$ cat src/rtl/c17_bist_pkg.sv
// c17_bist_pkg: shared state encoding, default constants and signature type for the c17 BIST loop
package c17_bist_pkg;
  typedef enum logic [1:0] {IDLE, RUN, DONE} state_t;
  localparam int SIG_W_DEF = 16;
  localparam logic [SIG_W_DEF-1:0] DEF_POLY = 16'h1021;
  localparam logic [SIG_W_DEF-1:0] DEF_SEED = 16'hFFFF;
  typedef logic [SIG_W_DEF-1:0] sig_t;
endpackage

$ cat src/rtl/c17_misr.sv
// c17_misr: multiple-input signature register with synchronous load of the seed and accept enable
module c17_misr
  import c17_bist_pkg::*;
#(
  parameter int SIG_W = SIG_W_DEF,
  parameter int RESP_W = 2,
  parameter logic [SIG_W-1:0] POLY = SIG_W'(DEF_POLY),
  parameter logic [SIG_W-1:0] SEED = SIG_W'(DEF_SEED)
) (
  input  logic              clk,
  input  logic              rst_n,
  input  logic              load,
  input  logic              en,
  input  logic [RESP_W-1:0] resp,
  output logic [SIG_W-1:0]  sig,
  output logic [SIG_W-1:0]  nxt
);
  assign nxt = {sig[SIG_W-2:0], 1'b0} ^ (sig[SIG_W-1] ? POLY : '0) ^ SIG_W'(resp);
  // signature register: seed on load, fold one response vector per enabled cycle
  always_ff @(posedge clk or negedge rst_n)
    if (!rst_n) sig <= SEED;
    else if (load) sig <= SEED;
    else if (en) sig <= nxt;
endmodule

$ cat src/rtl/c17_sig_analyzer.sv
// c17_sig_analyzer: MISR response compactor with run control and golden compare; C17_SA_ONES_EN adds a ones-count check
module c17_sig_analyzer
  import c17_bist_pkg::*;
#(
  parameter int RESP_W = 2,
  parameter int SIG_W = SIG_W_DEF,
  parameter logic [SIG_W-1:0] POLY = SIG_W'(DEF_POLY),
  parameter logic [SIG_W-1:0] SEED = SIG_W'(DEF_SEED),
  parameter int NUM_PAT = 64,
  localparam int CW = $clog2(NUM_PAT + 1),
  localparam int OW = $clog2(NUM_PAT * RESP_W + 1)
) (
  input  logic              clk,
  input  logic              rst_n,
  input  logic              start,
  input  logic              abort,
  input  logic              resp_valid,
  input  logic [RESP_W-1:0] resp,
  input  logic [SIG_W-1:0]  golden,
`ifdef C17_SA_ONES_EN
  input  logic [OW-1:0]     golden_ones,
  output logic [OW-1:0]     ones_cnt,
`endif
  output logic              busy,
  output logic              done,
  output logic              pass,
  output logic [SIG_W-1:0]  signature,
  output logic [CW-1:0]     pat_cnt
);
  state_t state;
  logic [SIG_W-1:0] sig_nxt;
  logic ld, acc, last, ones_ok;
  assign ld = start && state != RUN;
  assign acc = state == RUN && resp_valid && !abort;
  assign last = pat_cnt == CW'(NUM_PAT - 1);

  c17_misr #(.SIG_W(SIG_W), .RESP_W(RESP_W), .POLY(POLY), .SEED(SEED)) u_misr (
    .clk(clk), .rst_n(rst_n), .load(ld), .en(acc), .resp(resp), .sig(signature), .nxt(sig_nxt)
  );

`ifdef C17_SA_ONES_EN
  logic [OW-1:0] ones_nxt;
  assign ones_nxt = ones_cnt + OW'($countones(resp));
  assign ones_ok = ones_nxt == golden_ones;
  // ones counter runs alongside the signature and clears with it
  always_ff @(posedge clk or negedge rst_n)
    if (!rst_n) ones_cnt <= '0;
    else if (ld) ones_cnt <= '0;
    else if (acc) ones_cnt <= ones_nxt;
`else
  assign ones_ok = 1'b1;
`endif

  // run control: the verdict is registered from the signature the last vector produces
  always_ff @(posedge clk or negedge rst_n)
    if (!rst_n) begin
      state <= IDLE;
      busy <= 1'b0;
      done <= 1'b0;
      pass <= 1'b0;
      pat_cnt <= '0;
    end else begin
      case (state)
        IDLE, DONE:
          if (start) begin
            state <= RUN;
            busy <= 1'b1;
            done <= 1'b0;
            pass <= 1'b0;
            pat_cnt <= '0;
          end
        RUN:
          if (abort) begin
            state <= IDLE;
            busy <= 1'b0;
          end else if (resp_valid) begin
            pat_cnt <= pat_cnt + CW'(1);
            if (last) begin
              state <= DONE;
              busy <= 1'b0;
              done <= 1'b1;
              pass <= sig_nxt == golden && ones_ok;
            end
          end
        default: state <= IDLE;
      endcase
    end
endmodule

$ cat config.mk
export PLATFORM = sky130hd
export DESIGN_NAME = c17_sig_analyzer
export DESIGN_NICKNAME = d
export VERILOG_FILES = /design/src/rtl/c17_bist_pkg.sv /design/src/rtl/c17_misr.sv /design/src/rtl/c17_sig_analyzer.sv
export SDC_FILE = /design/constraint.sdc
export NUM_CORES = 1
export LEC_CHECK = 0
export BUFFER_PORTS_ARGS = -buffer_cell sky130_fd_sc_hd__buf_2
export CAP_MARGIN = 25
export CORE_MARGIN = 2
export CORE_UTILIZATION = 30
export CTS_CLUSTER_DIAMETER = 40
export DETAILED_ROUTE_END_ITERATION = 8
export HOLD_SLACK_MARGIN = 0.03
export SLEW_MARGIN = 5
export SYNTH_ARGS = -nofsm -noshare
export SYNTH_HDL_FRONTEND = slang
export SYNTH_SLANG_ARGS = --single-unit
$ cat constraint.sdc
create_clock -name clk -period 2.5 [get_ports clk]
set_clock_uncertainty 0.05 [all_clocks]
set_input_delay 0.25 -clock clk [delete_from_list [all_inputs] [get_ports clk]]
set_output_delay 0.25 -clock clk [all_outputs]
set_load 0.01 [all_outputs]
# Yosys cells after proc, flatten, opt, wreduce, memory -nomap -nowiden
# Index checks and enable logic that the tools add are counted.
# Widths: inputs -> output; s select.
[totals] ff_bits=28 latch_bits=0 ram_bits=0 romBits=0 inputBits=23 elab_cells=58 mem_count=0
[classes] n_addsub=1 mul=0 div=0 magnitude_cmp=0 eq_ne=11 n_shift=0 muxes=26 bitwise_logic=2 reduce_logical=12
[ops] op="$mux 16" n=2
[ops] op="$mux 7" n=3
[ops] op="$eq 16x16->1" n=1
[ops] op="$xor 16x16->16" n=1
[ops] op="$xor 16x2->16" n=1
[ops] op="$pmux 7 s2" n=1
[ops] op="$mux 13" n=1
[ops] op="$mux 1" n=11
[ops] op="$mux 2" n=4
[ops] op="$ne 2x2->1 const B" n=4
[ops] op="$reduce_and 4->1" n=2
[ops] op="$add 7x1->7 const B" n=1
[ops] op="$eq 7x6->1 const B" n=1
[ops] op="$ne 3x3->1 const B" n=2
[ops] op="$pmux 1 s2" n=3
[ops] op="$reduce_and 5->1" n=1
[ops] op="$pmux 2 s2" n=1
[ops] op="$reduce_bool 2->1" n=2
[ops] op="$logic_and 1x1->1" n=3
[ops] op="$reduce_and 3->1" n=1
[ops] op="$eq 2x1->1 const B" n=1
[ops] op="$eq 2x2->1 const B" n=1
[ops] op="$logic_not 2->1" n=1
[ops] op="$ne 2x1->1 const B" n=1
[ops] op="2 further kinds" n=2

# Logic depth before layout (Yosys ltp)
[logic_depth] ltp_word=8 depth_mapped=5 depth_no_buf=5

# Modules after synthesis
# Synthesis repeated with hierarchy kept, for this count alone.
[hier_totals] cells_unflattened=153 area_unflattened_um2=1601.5
[by_module_without_submodules] mod="c17_misr" instances=1 cells_per_inst=74 area_each_um2=827.0 seq_area_each_um2=420.4
[by_module_without_submodules] mod="c17_sig_analyzer" instances=1 cells_per_inst=79 area_each_um2=774.5 seq_area_each_um2=300.3

# Worst setup path after synthesis
# No wires, ideal clock.
[synth_path] kind="reg2reg" from="register pat_cnt[0]" to="register done" arrival_time_ns=1.494 required_ns=2.325 path_slack_ns=0.830 path_stages_with_launch=6 n_path_buf=0 path_cell_list="dfrtp_1 -> ha_1 -> nand2_4 -> o31a_1 -> or2_1 -> mux2_4"
[synth_between] elab_chain_len=3
[synth_rtl] element="from (decl)" line="c17_sig_analyzer.sv:28" source="output logic [CW-1:0] pat_cnt"
[synth_rtl] element="from (signal assigned)" line="c17_sig_analyzer.sv:77" source="pat_cnt <= pat_cnt + CW'(1);"
[synth_rtl] element="$eq 7x6->1" line="c17_sig_analyzer.sv:35" source="assign last = pat_cnt == CW'(NUM_PAT - 1);"
[synth_rtl] element="$ne 2x2->1 (no line)"
[synth_rtl] element="$reduce_and 5->1 (no line)"
[synth_rtl] element="to (signal assigned)" line="c17_sig_analyzer.sv:59" source="done <= 1'b0;"
[synth_rtl] element="to (signal assigned)" line="c17_sig_analyzer.sv:68" source="done <= 1'b0;"
[synth_rtl] element="to (signal assigned)" line="c17_sig_analyzer.sv:81" source="done <= 1'b1;"
[synth_rtl] element="to (decl)" line="c17_sig_analyzer.sv:25" source="output logic done,"
# Every way passes these cells.
# A chain may end at the register's enable or synchronous reset.

# Final worst setup path
[layout_path] from="register state[1]" to="register pat_cnt[0]"
[layout_between] elab_chain_len=4 word_cells_on_any_way=10 classes_between="eq/ne: 5; mux: 1; reduce/logical: 4"
[layout_rtl] element="from (decl)" line="c17_sig_analyzer.sv:30" source="state_t state;"
[layout_rtl] element="from (signal assigned)" line="c17_sig_analyzer.sv:57" source="state <= IDLE;"
[layout_rtl] element="from (signal assigned)" line="c17_sig_analyzer.sv:66" source="state <= RUN;"
[layout_rtl] element="from (signal assigned)" line="c17_sig_analyzer.sv:74" source="state <= IDLE;"
[layout_rtl] element="$eq 2x2->1 / $logic_not 2->1 (equally long branches)" line="c17_sig_analyzer.sv:63" source="case (state)"
[layout_rtl] element="$reduce_or 2->1" line="c17_sig_analyzer.sv:63"
[layout_rtl] element="$ne 2x2->1 (no line) / $reduce_bool 2->1 (equally long branches)"
[layout_rtl] element="$reduce_and 4->1 (no line)"
# Parallel ways exist; a longest one is shown, timed or not.

==> flow_summary.toml <==
[synth]
syn_area_per_cell_um2 = 9.61
netlist_instances = 152
ys_ff_latch = 28
ys_async_sr_fraction_pct = 100
ys_seq_area_share_pct = 49.3
synth-edff-count = 0
synth_largest_area_cell = "dfstp_2"
synth_top_area_share_pct = 28.8
synth-main-ff-cell = "dfstp_2"
netlist_area_um2 = 1460
synth_commonest_cells = "35 x nand2_1, 20 x xor2_1, 16 x dfstp_2, 14 x nand3_1, 12 x dfrtp_1"
synthTopCellsByArea = "dfstp_2 29%, dfrtp_1 21%, xor2_1 12%, nand2_1 9.0%, nand3_1 4.8%"
synth_nets = 176
synth.distinct_cells = 31
yosysWarnings = 0
synth.most_common_cell = "nand2_1"

[cts]
numCtsBuffers = 3
ctsRootBufferMaster = "clkbuf_8"
clk_pin_slew_ns = 0.10
clock_sinks = 28
clk_latency_ns = 0.27
cts_tree = "done"
clock_path_buffers = 2
cts.htree.levels = 1
post_cts_resized = 0

[worst_setup_path]
cp_max_fo = 22
cp.required_ns = 2.60
critPathArrivalTime_ns = 1.87
worstSetupPathType = "register to register"
cp-start-kind = "register"
end_kind = "register"
ff2ff_path_depth = 4

[floorplanning]
start_util_pct = 30.9
die_area_um2 = 5450
die_h_um = 73.8
die_w_um = 73.8
fp.coreArea_um2 = 4720
pin_count = 49
row_count = 25

[sta]
fmax_ghz = 0.564
rsz0062_at_grt = "false"
whs_ns = 0.173
post-route-min-period_ns = 1.77
fin_tns_setup_ns = 0
fin_ws_ns = 0.726
slew_headroom_pct = 48.7
hold_viol_final = 0
setup_viol_count_final = 0
worst_pin_slew_ns = 0.759
fin_crit_sh_pct = 71.0
maxSlewViolCount = 0

[job]
drv_cap = 0

[place]
hpwl_mm = 2.53
pre_cts_ws_ns = 0.727
dp_cells = 262
numPortBuffers = 48
dpl_cell_area_um2 = 1770
place_congestion = 0.763

[power]
power.density_nw_per_um2 = 687
peakVddDrop_mv = 0.231
power_leakage_nw = 0.863
p_total_mw = 1.27

[final_layout]
area_growth_pct = 26.6
diodes = 0
fin_cells = 267
drive_gt1_share_pct = 37.0
final_core_utilization_pct = 39.2
nets = 225
multiInputGateArea_um2 = 722
fin_area_um2 = 1850
fillerInstances = 473
seq_area_um2 = 721

[detailed_routing]
drt-pass1-iter-count = 4
drt_iter0_markers = 44
vias_per_cell = 4.46
wirelength_mm = 3.31
ant_nets = 0
wl_per_cell_um = 12.4
drc = 0
via_count = 1190

[status]
status = "finished clean"

[grt]
gr-usage-all-layers_pct = 12.8
grt_pass1_wl_mm = 5.43
antenna_found_initial = 0
grtUsageMet2_pct = 20.2
grt_start_max_net_pins = 29
grt_pass1_vias = 1108
met3_usage_pct = 1.23
top_usage_layer = "met2"
overflow = 0
grtUsageMet1_pct = 18.3

[min_path]
min_path_type = "input pin to register"
holdPathStages = 2
report_power, final:
part,leakage (nW),internal [mW],switching [mW]
Clock,0.0339,0.174,0.145
Combinational,0.501,0.150,0.170
Sequential,0.328,0.552,0.0782
Total,0.863,0.877,0.393
critical path, stage by stage, from the launching register on:
cell and delay (ns):
dfrtp_1 0.45, nor3b_1 0.36, nand2_1 0.49, nand3_1 0.23, o21ai_1 0.08
cell usage in the layout, fill, tap and decap left out, drive strengths merged, types with 2 or more instances in the layout:
cell     n
nor3     3
xor2    20
dfstp   16
nand3   14
buf     49
and3     2
nand4    4
nor2     7
o21ai    4
o211ai   4
nand2b   3
clkbuf   4
dfrtp   12
xnor2    5
nand2   36
nor4     2
o31ai    2
nor2b    2
logic make-up (layout without fill, tap and decap cells):
group / Yosys count / in the layout / share of synthesized area (%)
flops: 28 / 28 / 49.3
fa+ha+maj: 1 / 1 / 0.856
mux: 1 / 1 / 1.03
compound gates: 14 / 14 / 6.76
simple gates: 77 / 77 / 25.3
xor+xnor: 25 / 25 / 15.0
buf+inv: 6 / 54 / 1.71
what timing repair did:
action | in CTS | in global routing
buffers inserted | 0 | 0
endpoints found under the hold margin | 12 | 0
hold buffers | 1 | 0
final timing paths:
check / startpoint / to / slack, ns
min in group asynchronous: rst_n / busy$_DFFE_PN0P_ / 0.47
hold / removal: abort / state[0]$_DFFE_PN0P_ / 0.17
setup / recovery: state[1]$_DFFE_PN0P_ / pat_cnt[0]$_DFFE_PN0P_ / 0.73
setup reg to reg: state[1]$_DFFE_PN0P_ / pat_cnt[0]$_DFFE_PN0P_ / 0.73
hold reg to reg: u_misr.sig[6]$_DFFE_PN1P_ / u_misr.sig[6]$_DFFE_PN1P_ / 0.46
max in group asynchronous: rst_n / done$_DFFE_PN0P_ / 1.52
area by class of cell:
| type | instances | share of cell area (%) |
|---|---|---|
| repair buffers | 50 | 13.9 |
| well taps | 67 | 4.53 |
| flip-flops and latches | 28 | 38.9 |
| multi-input cells | 118 | 39.0 |
| clock buffers | 4 | 3.58 |
routing by layer:
layer / share of wire, % / vias up
met5: 0 / -
met4: 1.1 / 0
met3: 3.4 / 4
met2: 50 / 18
met1: 45 / 553
li1: - / 615
flip-flops by register name (all words and copies together), names as in the netlist:
register	cells
pass	1
pat_cnt	7
busy	1
done	1
u_misr.sig	16
state	2
No activity file was read; power rests on OpenSTA's default activity.
